File: config.mk
export PLATFORM = sky130hd
export DESIGN_NAME = tt_settle_timer
export DESIGN_NICKNAME = d
export VERILOG_FILES = /design/src/rtl/tt_sweep_pkg.sv /design/src/rtl/tt_settle_timer.sv
export SDC_FILE = /design/constraint.sdc
export NUM_CORES = 1
export LEC_CHECK = 0
export CAP_MARGIN = 20
export CORE_AREA = 10 10 47 49
export DETAILED_ROUTE_END_ITERATION = 12
export DIE_AREA = 0 0 57 59
export GPL_TIMING_DRIVEN = 1
export MAX_ROUTING_LAYER = met4
export PLACE_DENSITY = 0.34
export SYNTH_ARGS = -nofsm -noshare
export SYNTH_HDL_FRONTEND = slang
export SYNTH_SLANG_ARGS = --single-unit
File: constraint.sdc
create_clock -name clk -period 1.67 [get_ports clk]
set_input_delay 0.167 -clock clk [delete_from_list [all_inputs] [get_ports clk]]
set_output_delay 0.167 -clock clk [all_outputs]
set_load 0.005 [all_outputs]
File: src/rtl/tt_sweep_pkg.sv
// Shared types and constants for the truth-table sweep checker.
// Optional macro TT_SWEEP_ERRCNT_EN (see tt_sweep_checker) uses count_ones from here.
package tt_sweep_pkg;

    typedef enum logic [1:0] {
        ST_IDLE,
        ST_SETTLE,
        ST_SAMPLE,
        ST_FINISH
    } sweep_state_t;

    localparam int NUM_VECTORS = 8;
    localparam int SETTLE_W = 4;
    localparam logic [NUM_VECTORS-1:0] DEFAULT_EXPECTED = 8'h45;

    // Scanning from the top down leaves the lowest set index as the final winner.
    function automatic logic [2:0] lowest_set(input logic [NUM_VECTORS-1:0] v);
        lowest_set = 3'd0;
        for (int i = NUM_VECTORS - 1; i >= 0; i--) begin
            if (v[i]) begin
                lowest_set = 3'(i);
            end
        end
    endfunction

    function automatic logic [3:0] count_ones(input logic [NUM_VECTORS-1:0] v);
        count_ones = 4'd0;
        for (int i = 0; i < NUM_VECTORS; i++) begin
            count_ones = count_ones + {3'b000, v[i]};
        end
    endfunction

endpackage

File: src/rtl/tt_settle_timer.sv
// Loadable down-counter that flags the last settle cycle of each vector.
module tt_settle_timer
    import tt_sweep_pkg::*;
#(
    parameter int unsigned LOAD_VALUE = 1
) (
    input  logic clk,
    input  logic rst,
    input  logic load,
    output logic expire
);

    logic [SETTLE_W-1:0] count;

    always_ff @(posedge clk) begin
        if (rst) begin
            count <= '0;
        end else if (load) begin
            count <= SETTLE_W'(LOAD_VALUE);
        end else if (count != '0) begin
            count <= count - 1'b1;
        end
    end

    // Loaded on entry to SETTLE, so a count of one marks the final settle cycle.
    assign expire = (count == SETTLE_W'(1));

endmodule

## Yosys cells after proc, flatten, opt, wreduce, memory -nomap -nowiden

Index checks and enable logic that the tools add are counted.

- Add/subtract/negate cells: 1
- Equal/unequal tests: 1
- Muxes and demuxes: 2
- Reduce and logical (&&, ||, !) cells: 3

Operators by type and width:

| operator | number |
|---|---|
| 4-bit by 1-bit == test with 1-bit output (second input constant) | 1 |
| 4-bit nonzero test | 1 |
| 4-bit by 1-bit subtractor with 4-bit output (second input constant) | 1 |
| 1-bit two-way mux | 2 |
| 2-bit nonzero test | 1 |
| 2-bit OR reduction | 1 |

- Bits in registers: 4
- Input port bits: 3
- Output and inout bits: 1
- Logic and storage cells: 9

## Depth between registers and ports, before layout

Gate-level depths: netlist of the first run.

- Depth after elaboration: 3
- Gate-level depth with buffers: 5
- Depth with buffers taken out: 5

## Worst setup path after synthesis of the first run

OpenSTA, ideal clock, no wires.

- Path kind: register to register
- Start: register count[1]
- End: register count[1]
- Setup time: 103 ps
- Data arrival time: 1,193 ps
- Required time: 1,567 ps
- Setup slack: 374 ps
- Cell stages (with the launch flop): 6
- Buffers on the path: 0
- Period minus slack after synthesis: 1,296 ps
- Cells stage by stage: dfxtp_1 > inv_1 > ha_1 > nor3b_4 > nor2b_1 > a2111oi_2

- Longest elaborated chain between the ends: 1
- Elaborated cells between the ends (all ways): 2
- Classes of those cells: add/sub: 1; reduce/logical: 1

RTL lines:

| what | line | text |
|---|---|---|
| from (decl) | tt_settle_timer.sv:13 | `logic [SETTLE_W-1:0] count;` |
| from (signal assigned) | tt_settle_timer.sv:19 | `count <= SETTLE_W'(LOAD_VALUE);` |
| from (signal assigned) | tt_settle_timer.sv:21 | `count <= count - 1'b1;` |
| 4-bit by 1-bit subtractor with 4-bit output or 4-bit nonzero test (tied branches) | tt_settle_timer.sv:21, tt_settle_timer.sv:20 |  |

Parallel ways exist; a longest one is shown, timed or not.
A chain may end at the register's enable or synchronous reset.

## Worst setup path in the final report of the first run

- Start: register count[1]
- End: output expire

- Longest elaborated chain between the ends: 1

RTL lines:

| what | line | text |
|---|---|---|
| 4-bit by 1-bit == test with 1-bit output | tt_settle_timer.sv:26 | `assign expire = (count == SETTLE_W'(1));` |
| to (decl) | tt_settle_timer.sv:10 | `output logic expire` |

Every way passes these cells.

==> results.env, run 1 <==
CRITPATHSLOWESTCELL='sky130_fd_sc_hd__dfxtp_1'
GRT_OVERFLOW=0
FINAL_CRITICAL_PATH_SETUP_SLACK_NS=0.239
SYNTH_SEQ_CELLS=4
POWER.IR.VDD_WORST_uV=262
HTREE_LEVELS=1
FMAX_MHz=699
NUMCLOCKSINKS=4
FLIP_FLOP_COUNT_OF_THE_LARGEST_REGISTER_AFTER_LAYOUT=4
LAYOUT_COMMON_CELLS='sky130_fd_sc_hd__dfxtp_1, sky130_fd_sc_hd__inv_1, sky130_fd_sc_hd__ha_1, sky130_fd_sc_hd__clkbuf_4'
SETUP_VIOLATIONS=0
YOSYSWARNINGS=0
TRANSITION_TIME_AT_THE_PIN_WITH_THE_LEAST_SLEW_MARGIN_NS=0.255
WORST_PATH_REQUIRED_TIME_NS=1.50
TIMING.CRITICAL_PATH.CELLS='inv_1, ha_1, nor3b_1, dlygate4sd2_1'
TOTALWIRELENGTH_UM=477
LAYOUT_CELL_SHARE_WITH_DRIVE_STRENGTH_BEYOND_1_PCT=17.9
FIRST_GLOBAL_VIAS=208
POSTCTSSETUPREPAIRBUFS=0
DRV_SLEW=0
PORTBUFS=3
PERIOD_NEEDED_NS=1.43
REPORT.FINAL.HOLD_VIOL_COUNT=0
FIN_WORST_HOLD_SLACK_NS=0.576
INSTANCES_NO_FILL=44
CTS_RESIZED=1
NFILLCELLS=175
WIRELENGTH_MET1_UM=234
CRIT_END='expire'
CORE_MM2=0.00140
DR_WL_MET2_UM=224
SYN_INST=22
R2R_SETUP_SLACK_NS=0.25
MET3ROUTEDLENGTH_UM=7
GRT_PASS1_WL_UM=814
POST-DP-HPWL_UM=379
DR.FIRST_ITER.DRC_COUNT=4
GRT_START_MAX_NET_PINS=5
SUMMED_NEGATIVE_SETUP_SLACK_OVER_ALL_ENDPOINTS_NS=0
PLACEMENTROWS=14
PLACE_CONGESTION=0.767
CTS_INSERTED_BUFFERS=3
ANTENNA_VIOLATING_NETS_POST_ROUTE=0
CRITICAL_PATH.MAX_STAGE_DELAY_NS=0.30
CRIT_ARRIVAL_NS=1.26
TOP_LEVEL_PORTS=4
PATH_CLASS='flop to output port'
DIE_WIDTH_UM=57
FIRST_PASS_ITERS=4
INITIAL_CORE_UTIL_PCT=16.3
REGISTERS.TOP_BY_FF_COUNT='count'
SYNTH.AVG_CELL_AREA_UM2=10.4
DIE_H_UM=59
SETUP.WORST_PATH.START='count[1]'
PERIOD_SHARE_PCT=85.7
MIN_PATH_TYPE='flop to flop'
CRITICAL_PATH.TOP_DELAY_FAMILY='buffers and inverters'
SYNTHESIS.AREA_UM2=229
REG2REGPATHDEPTH=5
SYNTHTOLAYOUTAREAGROWTH_PCT=31.1
POST-PLACE-CELLS=41
HOLD_BUFFERS=0
TRITONCTS='done'
END_KIND='output port'
CLOCKROOTBUFFER='sky130_fd_sc_hd__clkbuf_4'
STATUS='complete, no violations'
WORST_SETUP_PATH_START_KIND='flop'
DIEAREA_MM2=0.00336
YOSYS.CELL_TYPES.COUNT=13
MAXUSEDROUTINGLAYER='met4'
NET_COUNT_AFTER_SYNTHESIS=28
R2R-START='count[1]'
VIAS=186
SEQ_AREA_FRAC_SYNTH_PCT=35.0
CLKLATENCYLATEPIN_NS=0.24
WORSTPATHBUFFERINVERTERCOUNT=2
TIMING.RR.END='count[1]'
ROUTE.DETAILED.VIAS_PER_INST=4.23
ROUTED_WIRE_LENGTH_PER_INSTANCE_UM=10.8
TIMING.CLOCK.SKEW_NS=0.00175
CRITICAL_PATH.MAX_FANOUT=4
GRT_SETUP_UNREPAIRED='no'
MAX_SLEW_MARGIN_PCT=83.0
DRT_DRC_VIOLATIONS_LEFT=0
CLOCK_PATH_BUFFERS=2
WORST-PATH-STAGES=4
TIMING.MAX_CAP.VIOLATIONS=0
CELLPOWERDENSITY_mW_PER_MM2=1160
NETS=36
PLACEMENT.SETUP.WORST_SLACK_NS=0.199
CLKTRANSATPATHREGS_NS=0.04
ANTENNA-DIODE-COUNT=0
GR-USAGE-ALL-LAYERS_PCT=3.46
LAYOUT_TOP_REGISTERS='count x4'
P_LEAK_nW=0.121
LAYOUT.CELLS.MOST_COMMON='sky130_fd_sc_hd__dfxtp_1'
ANTENNA_FOUND_INITIAL=0
[worst min path at each step]
stage | start | endpoint | slack [ns] | cells past startpoint
6_report | count[1] | count[1] | 0.58 | 2
5_1_grt | count[1] | count[1] | 0.60 | 2
4_1_cts | count[1] | count[1] | 0.58 | 2
3_5_place_dp | count[1] | count[1] | 0.57 | 2
3_3_place_gp | count[1] | count[1] | 0.58 | 2
2_1_floorplan | rst | count[1] | 0.24 | 1
[logic make-up (layout without fill, tap and decap cells)]
group | count (synthesis) | after routing | synth area share, %
xor gates and xnor gates | 2 | 2 | 7.65
muxes | 1 | 1 | 4.37
AOI/OAI and AO/OA | 2 | 2 | 8.74
and+or+nand+nor | 7 | 7 | 23.0
DFF | 4 | 4 | 35.0
buffers and inverters | 3 | 9 | 4.92
adders and majority gates | 3 | 3 | 16.4
[report_power, final]
group | switching (mW) | total [mW] | internal (mW)
Combinational | 0.0489 | 0.106 | 0.0570
Clock | 0.0436 | 0.124 | 0.0807
Sequential | 0.0117 | 0.119 | 0.107
Total | 0.104 | 0.349 | 0.245
[worst register-to-register path, delay by kind of cell, from the launching register on]
| family | cells | cell delay (ns) |
|---|---|---|
| simple gates | 2 | 0.38 |
| fa+ha+maj | 1 | 0.20 |
| compound gates | 1 | 0.31 |
| flops | 1 | 0.30 |
| buf+inv | 1 | 0.13 |
[cell type report]
class	count	area, um^2	share of cell area, %
multi-input combinational	15	138	45.8
sequential	4	80.1	26.7
timing repair buffer	3	28.8	9.58
clock buffer	3	22.5	7.50
tap	16	20.0	6.67
inverter	3	11.3	3.75
[synthesized netlist by cell type]
cell                        instances  area (um^2)
sky130_fd_sc_hd__nor3b_4            1         18.8
sky130_fd_sc_hd__a2111oi_2          1         15.0
sky130_fd_sc_hd__a21oi_1            1         5.00
sky130_fd_sc_hd__nor4_1             1         6.26
sky130_fd_sc_hd__mux2i_1            1         10.0
sky130_fd_sc_hd__ha_1               3         37.5
sky130_fd_sc_hd__nor2_1             1         3.75
sky130_fd_sc_hd__xnor2_1            2         17.5
sky130_fd_sc_hd__dfxtp_1            4         80.1
sky130_fd_sc_hd__nor3b_1            1         7.51
sky130_fd_sc_hd__nor2b_1            1         6.26
sky130_fd_sc_hd__inv_1              3         11.3
sky130_fd_sc_hd__nor3_1             2         10.0
[metrics by stage]
stage / power (mW) / instance area, um^2 / util [%]
after floorplan: 0.198 / 229 / -
after global routing: 0.373 / 300 / 21.4
after global placement: 0.227 / 279 / 19.9
after CTS: 0.357 / 300 / 21.4
final: 0.349 / 300 / 21.4
after detailed placement: 0.231 / 279 / 19.9
[metal layers]
layer / track usage, % / vias up
li1: - / 89
met1: 3.31 / 90
met2: 4.50 / 5
met3: 1.29 / 2
met4: 5.03 / 0
met5: - / -
Note: power is estimated with default switching activity, not from simulation.
==> inputs of run 2 (changes only) <==
--- a/config.mk
+++ b/config.mk
@@ -11,7 +11,7 @@
 export DIE_AREA = 0 0 57 59
 export GPL_TIMING_DRIVEN = 1
 export MAX_ROUTING_LAYER = met4
-export PLACE_DENSITY = 0.34
+export PLACE_DENSITY_LB_ADDON = 0.15
 export SYNTH_ARGS = -nofsm -noshare
 export SYNTH_HDL_FRONTEND = slang
 export SYNTH_SLANG_ARGS = --single-unit
==> run 2 against run 1 <==
  * Core utilization stayed put
  * Register-to-register slack worse by 0.02 ns
  * Clock power is 7% lower
  * Clock skew hardly changed
  * Critical path depth stayed put
  * Sequential power hardly changed
  * Critical path type unchanged
  * Largest cell class unchanged
==> results.env, run 2 (synthesis gave the netlist of run 1 again) <==
POST-DP-HPWL_UM=376
CLKLATENCYLATEPIN_NS=0.23
CLOCKROOTBUFFER='sky130_fd_sc_hd__clkbuf_4'
DIE_H_UM=59
ANTENNA_FOUND_INITIAL=0
SUMMED_NEGATIVE_SETUP_SLACK_OVER_ALL_ENDPOINTS_NS=0
TIMING.CRITICAL_PATH.CELLS='inv_1, ha_1, nor3b_1, dlygate4sd2_1'
PATH_CLASS='flop to output port'
POSTCTSSETUPREPAIRBUFS=0
TOP_LEVEL_PORTS=4
CLOCK_PATH_BUFFERS=2
HTREE_LEVELS=1
FIRST_PASS_ITERS=1
ANTENNA_VIOLATING_NETS_POST_ROUTE=0
CORE_MM2=0.00140
FLIP_FLOP_COUNT_OF_THE_LARGEST_REGISTER_AFTER_LAYOUT=4
PORTBUFS=3
NFILLCELLS=165
CLKTRANSATPATHREGS_NS=0.04
PLACEMENT.SETUP.WORST_SLACK_NS=0.184
CRITICAL_PATH.TOP_DELAY_FAMILY='buffers and inverters'
WORSTPATHBUFFERINVERTERCOUNT=2
LAYOUT_COMMON_CELLS='sky130_fd_sc_hd__dfxtp_1, sky130_fd_sc_hd__inv_1, sky130_fd_sc_hd__ha_1, sky130_fd_sc_hd__clkbuf_4'
DR.FIRST_ITER.DRC_COUNT=0
HOLD_BUFFERS=0
WORST_SETUP_PATH_START_KIND='flop'
GR-USAGE-ALL-LAYERS_PCT=3.19
FIN_WORST_HOLD_SLACK_NS=0.574
DIEAREA_MM2=0.00336
CTS_INSERTED_BUFFERS=3
GRT_START_MAX_NET_PINS=5
VIAS=179
CELLPOWERDENSITY_mW_PER_MM2=1130
ANTENNA-DIODE-COUNT=0
POWER.IR.VDD_WORST_uV=313
WORST_PATH_REQUIRED_TIME_NS=1.50
TRANSITION_TIME_AT_THE_PIN_WITH_THE_LEAST_SLEW_MARGIN_NS=0.270
GRT_OVERFLOW=0
CRITPATHSLOWESTCELL='sky130_fd_sc_hd__dfxtp_1'
DRT_DRC_VIOLATIONS_LEFT=0
PLACE_CONGESTION=0.700
PERIOD_SHARE_PCT=86.2
SEQUENTIAL_CELL_AREA_UM2=80.1
CRIT_ARRIVAL_NS=1.27
DIE_WIDTH_UM=57
LAYOUT_CELL_SHARE_WITH_DRIVE_STRENGTH_BEYOND_1_PCT=17.9
LAYOUT_TOP_REGISTERS='count x4'
P_LEAK_nW=0.121
PERIOD_NEEDED_NS=1.44
SYNTHTOLAYOUTAREAGROWTH_PCT=31.1
CTS_RESIZED=1
MIN_PATH_TYPE='flop to flop'
TIMING.CLOCK.SKEW_NS=0.00221
GRT_SETUP_UNREPAIRED='no'
AREA_OCCUPIED_BY_MULTI_INPUT_GATES_UM2=138
END_KIND='output port'
STATUS='complete, no violations'
TOTALWIRELENGTH_UM=445
REGISTERS.TOP_BY_FF_COUNT='count'
DRV_SLEW=0
ROUTE.DETAILED.VIAS_PER_INST=4.07
CRITICAL_PATH.MAX_FANOUT=4
INITIAL_CORE_UTIL_PCT=16.3
TRITONCTS='done'
PLACEMENTROWS=14
TIMING.MAX_CAP.VIOLATIONS=0
SETUP_VIOLATIONS=0
NETS=36
LAYOUT.CELLS.MOST_COMMON='sky130_fd_sc_hd__dfxtp_1'
FMAX_MHz=695
ROUTED_WIRE_LENGTH_PER_INSTANCE_UM=10.1
FINISH.UTILIZATION_PCT=21.4
NUMCLOCKSINKS=4
REPORT.FINAL.HOLD_VIOL_COUNT=0
FINAL_CRITICAL_PATH_SETUP_SLACK_NS=0.231
MAX_SLEW_MARGIN_PCT=81.9
DESIGN_POWER_TOTAL_uW=340
GRT_PASS1_WL_UM=765
CRITICAL_PATH.MAX_STAGE_DELAY_NS=0.31
FIRST_GLOBAL_VIAS=210
run 2: report_power, final:
group / switching [mW] / leakage [nW] / internal [mW]
logic: 0.0483 / 0.0741 / 0.0569
clock network: 0.0348 / 0.0138 / 0.0800
registers: 0.0121 / 0.0329 / 0.108
run 2: worst paths after layout:
path,start,end,slack (ns),cells past startpoint
setup reg to reg,count[0],count[1],0.23,5
hold reg to reg,count[1],count[1],0.57,2
setup / recovery,count[1],expire,0.23,4
hold / removal,count[1],count[1],0.57,2
run 2: worst min-delay path: cells and delay by family (launching register included):
kind | cells | cell delay, ns
compound gates | 1 | 0.08
flops | 1 | 0.31
buf+inv | 1 | 0.13
run 2: through the flow:
stage,cells,instance area [um^2]
after floorplan,22,229
after global placement,41,279
after detailed placement,41,279
after CTS,44,300
after global routing,44,300
final,44,300
run 2: area by class of cell:
| class | instances | area share [%] |
|---|---|---|
| flip-flops and latches | 4 | 26.7 |
| multi-input cells | 15 | 45.8 |
| inverters | 3 | 3.75 |
| well taps | 16 | 6.67 |
| repair buffers | 3 | 9.58 |
| clock buffers | 3 | 7.50 |
run 2: metal layers:
| layer | share of wire [%] | GRT usage, % | up-vias |
|---|---|---|---|
| met3 | 3.8 | 1.29 | 2 |
| met2 | 56 | 5.58 | 4 |
| met1 | 38 | 2.13 | 85 |
| met4 | 1.3 | 4.03 | 0 |
| li1 | - | - | 88 |
| met5 | 0 | - | - |
==> inputs of run 3 (changes only) <==
--- a/config.mk
+++ b/config.mk
@@ -6,9 +6,9 @@
 export NUM_CORES = 1
 export LEC_CHECK = 0
 export CAP_MARGIN = 20
-export CORE_AREA = 10 10 47 49
+export CORE_AREA = 2 2 39 41
 export DETAILED_ROUTE_END_ITERATION = 12
-export DIE_AREA = 0 0 57 59
+export DIE_AREA = 0 0 41 43
 export GPL_TIMING_DRIVEN = 1
 export MAX_ROUTING_LAYER = met4
 export PLACE_DENSITY_LB_ADDON = 0.15
==> run 3 against run 2 <==
  * Cell area rose by 1.3%
  * Flip-flop and latch count stayed put
  * Sequential share of layout area shrank 0.33 points
  * Sequential power about the same
  * Clock skew about the same
  * Maximum frequency rose by 1.5%
  * Global-route usage rose by 3.3 points
  * Register-to-register slack improved by 0.02 ns
  * Critical path depth rose by 1
  * Clock power about the same
  * Routed wire length shrank 16%
  * Critical endpoint is now count[1]
  * Largest cell class unchanged
  * Largest power group unchanged
==> results.env, run 3 (synthesis gave the netlist of run 1 again) <==
VIAS=173
INITIAL_CORE_UTIL_PCT=16.5
FMAX_MHz=706
FLIP_FLOP_COUNT_OF_THE_LARGEST_REGISTER_AFTER_LAYOUT=4
LAYOUT.CELLS.MOST_COMMON='sky130_fd_sc_hd__dfxtp_1'
LAYOUT_TOP_REGISTERS='count x4'
PWR-SHARE-COMB_PCT=30.7
NUMCLOCKSINKS=4
CLOCK_POWER_SHARE_PCT=34.0
CRITICAL_PATH.MAX_STAGE_DELAY_NS=0.33
POWER.NET_SWITCHING_uW=93.6
CLOCKROOTBUFFER='sky130_fd_sc_hd__clkbuf_4'
CRITPATHSLOWESTCELL='sky130_fd_sc_hd__a2111oi_2'
CLKLATENCYLATEPIN_NS=0.23
POWER_REPORT.INTERNAL_TOTAL_uW=247
PLACEMENTROWS=14
WIRELENGTH_MET1_UM=156
SEQUENTIAL_CELL_AREA_UM2=80.1
MAX_SLEW_MARGIN_PCT=82.6
TIMING.CLOCK.SKEW_NS=0.00186
CLOCK_PATH_BUFFERS=2
SUMMED_NEGATIVE_SETUP_SLACK_OVER_ALL_ENDPOINTS_NS=0
TIMING.MAX_CAP.VIOLATIONS=0
GR-USAGE-ALL-LAYERS_PCT=6.46
WORSTPATHBUFFERINVERTERCOUNT=1
FIN_WORST_HOLD_SLACK_NS=0.518
MAXUSEDROUTINGLAYER='met3'
POST-DP-HPWL_UM=312
POWER.IR.VDD_WORST_uV=388
TRITONCTS='done'
DRV_SLEW=0
CELLPOWERDENSITY_mW_PER_MM2=1120
REPORT.FINAL.HOLD_VIOL_COUNT=0
HOLD_BUFFERS=0
HTREE_LEVELS=1
LAYOUT_COMMON_CELLS='sky130_fd_sc_hd__dfxtp_1, sky130_fd_sc_hd__ha_1, sky130_fd_sc_hd__clkbuf_4'
AREA_OCCUPIED_BY_MULTI_INPUT_GATES_UM2=138
CORE_MM2=0.00138
CTS_INSERTED_BUFFERS=3
DR.FIRST_ITER.DRC_COUNT=0
PERIOD_NEEDED_NS=1.42
LAYOUT_CELL_SHARE_WITH_DRIVE_STRENGTH_BEYOND_1_PCT=21.4
CRIT_ARRIVAL_NS=1.54
PORTBUFS=3
CLKTRANSATPATHREGS_NS=0.04
NETS=36
MIN_PATH_TYPE='flop to flop'
GRT_PASS1_WL_UM=696
PERIOD_SHARE_PCT=84.9
MET3ROUTEDLENGTH_UM=29
P_LEAK_nW=0.131
ROUTE.DETAILED.VIAS_PER_INST=3.93
CRITICAL_PATH.MAX_FANOUT=4
TOTALWIRELENGTH_UM=376
ANTENNA-DIODE-COUNT=0
STATUS='complete, no violations'
FIRST_PASS_ITERS=1
GRT_START_MAX_NET_PINS=5
REGISTERS.TOP_BY_FF_COUNT='count'
ROUTED_WIRE_LENGTH_PER_INSTANCE_UM=8.55
SETUP_VIOLATIONS=0
TIMING.CRITICAL_PATH.CELLS='inv_1, ha_1, nor3b_4, nor2b_1, a2111oi_2'
DRT_DRC_VIOLATIONS_LEFT=0
P_SW_SHARE_PCT=27.5
ANTENNA_VIOLATING_NETS_POST_ROUTE=0
FIRST_GLOBAL_VIAS=189
TOP_LEVEL_PORTS=4
DIEAREA_MM2=0.00176
POSTCTSSETUPREPAIRBUFS=0
WORST_PATH_REQUIRED_TIME_NS=1.80
NFILLCELLS=159
WORST_SETUP_PATH_START_KIND='flop'
GRT_SETUP_UNREPAIRED='no'
PLACE_CONGESTION=0.735
DR_WL_MET2_UM=191
GRT_OVERFLOW=0
CTS_RESIZED=1
CRITICAL_PATH.TOP_DELAY_FAMILY='simple AND/OR/NAND/NOR gates'
P_SEQ_SHARE_PCT=35.2
SYNTHTOLAYOUTAREAGROWTH_PCT=32.8
TRANSITION_TIME_AT_THE_PIN_WITH_THE_LEAST_SLEW_MARGIN_NS=0.261
PATH_CLASS='flop to flop'
DIE_H_UM=43
ANTENNA_FOUND_INITIAL=0
DIE_WIDTH_UM=41
END_KIND='flop'
==> run 3: cell count changes in the layout (fill, tap and decap cells not counted) <==
cell,previous run,this run
sky130_fd_sc_hd__inv_2,0,1
sky130_fd_sc_hd__inv_1,3,2
sky130_fd_sc_hd__dlymetal6s2s_1,0,1
sky130_fd_sc_hd__dlygate4sd2_1,1,0
==> run 3: worst register-to-register path: cells and delay by family (launching register included) <==
family	cells	cell delay (ns)
AOI/OAI and AO/OA	1	0.33
buffers and inverters	1	0.12
and+or+nand+nor	2	0.36
DFF	1	0.32
adders and majority gates	1	0.18
==> run 3: final timing paths <==
check | start | endpoint | slack [ns] | depth (start not counted)
setup / recovery | count[0] | count[1] | 0.25 | 5
setup reg to reg | count[0] | count[1] | 0.25 | 5
hold / removal | count[1] | count[1] | 0.52 | 2
hold reg to reg | count[1] | count[1] | 0.52 | 2
==> run 3: per-stage QoR <==
step	utilization, %	total power, mW	setup slack (ns)	std cells	cell area, um^2
6_report	22.0	0.340	0.253	44	304
3_5_place_dp	20.2	0.229	0.214	41	279
3_3_place_gp	20.2	0.229	0.195	41	279
4_1_cts	21.8	0.353	0.0251	44	302
5_1_grt	22.0	0.375	0.102	44	304
2_1_floorplan	-	0.198	0.374	22	229
==> run 3: final cells by class <==
class	count	share of cell area, %
clock buffer	3	7.41
inverter	3	3.70
multi-input combinational	15	45.3
sequential	4	26.3
tap	16	6.58
timing repair buffer	3	10.7
==> run 3: per-layer routing <==
layer  up-vias  track usage, %
li1         87               -
met1        80            6.37
met2         6            7.81
met3         0            4.71
met4         0            6.00
met5         -               -
==> run 3: power groups by stage <==
stage | combinational (mW) | clock [mW] | sequential [mW]
CTS | 0.109 | 0.124 | 0.120
global route | 0.118 | 0.136 | 0.122
floorplan | 0.0799 | 0 | 0.118
detailed placement | 0.108 | 0 | 0.121
global placement | 0.108 | 0 | 0.121
finish | 0.105 | 0.116 | 0.120
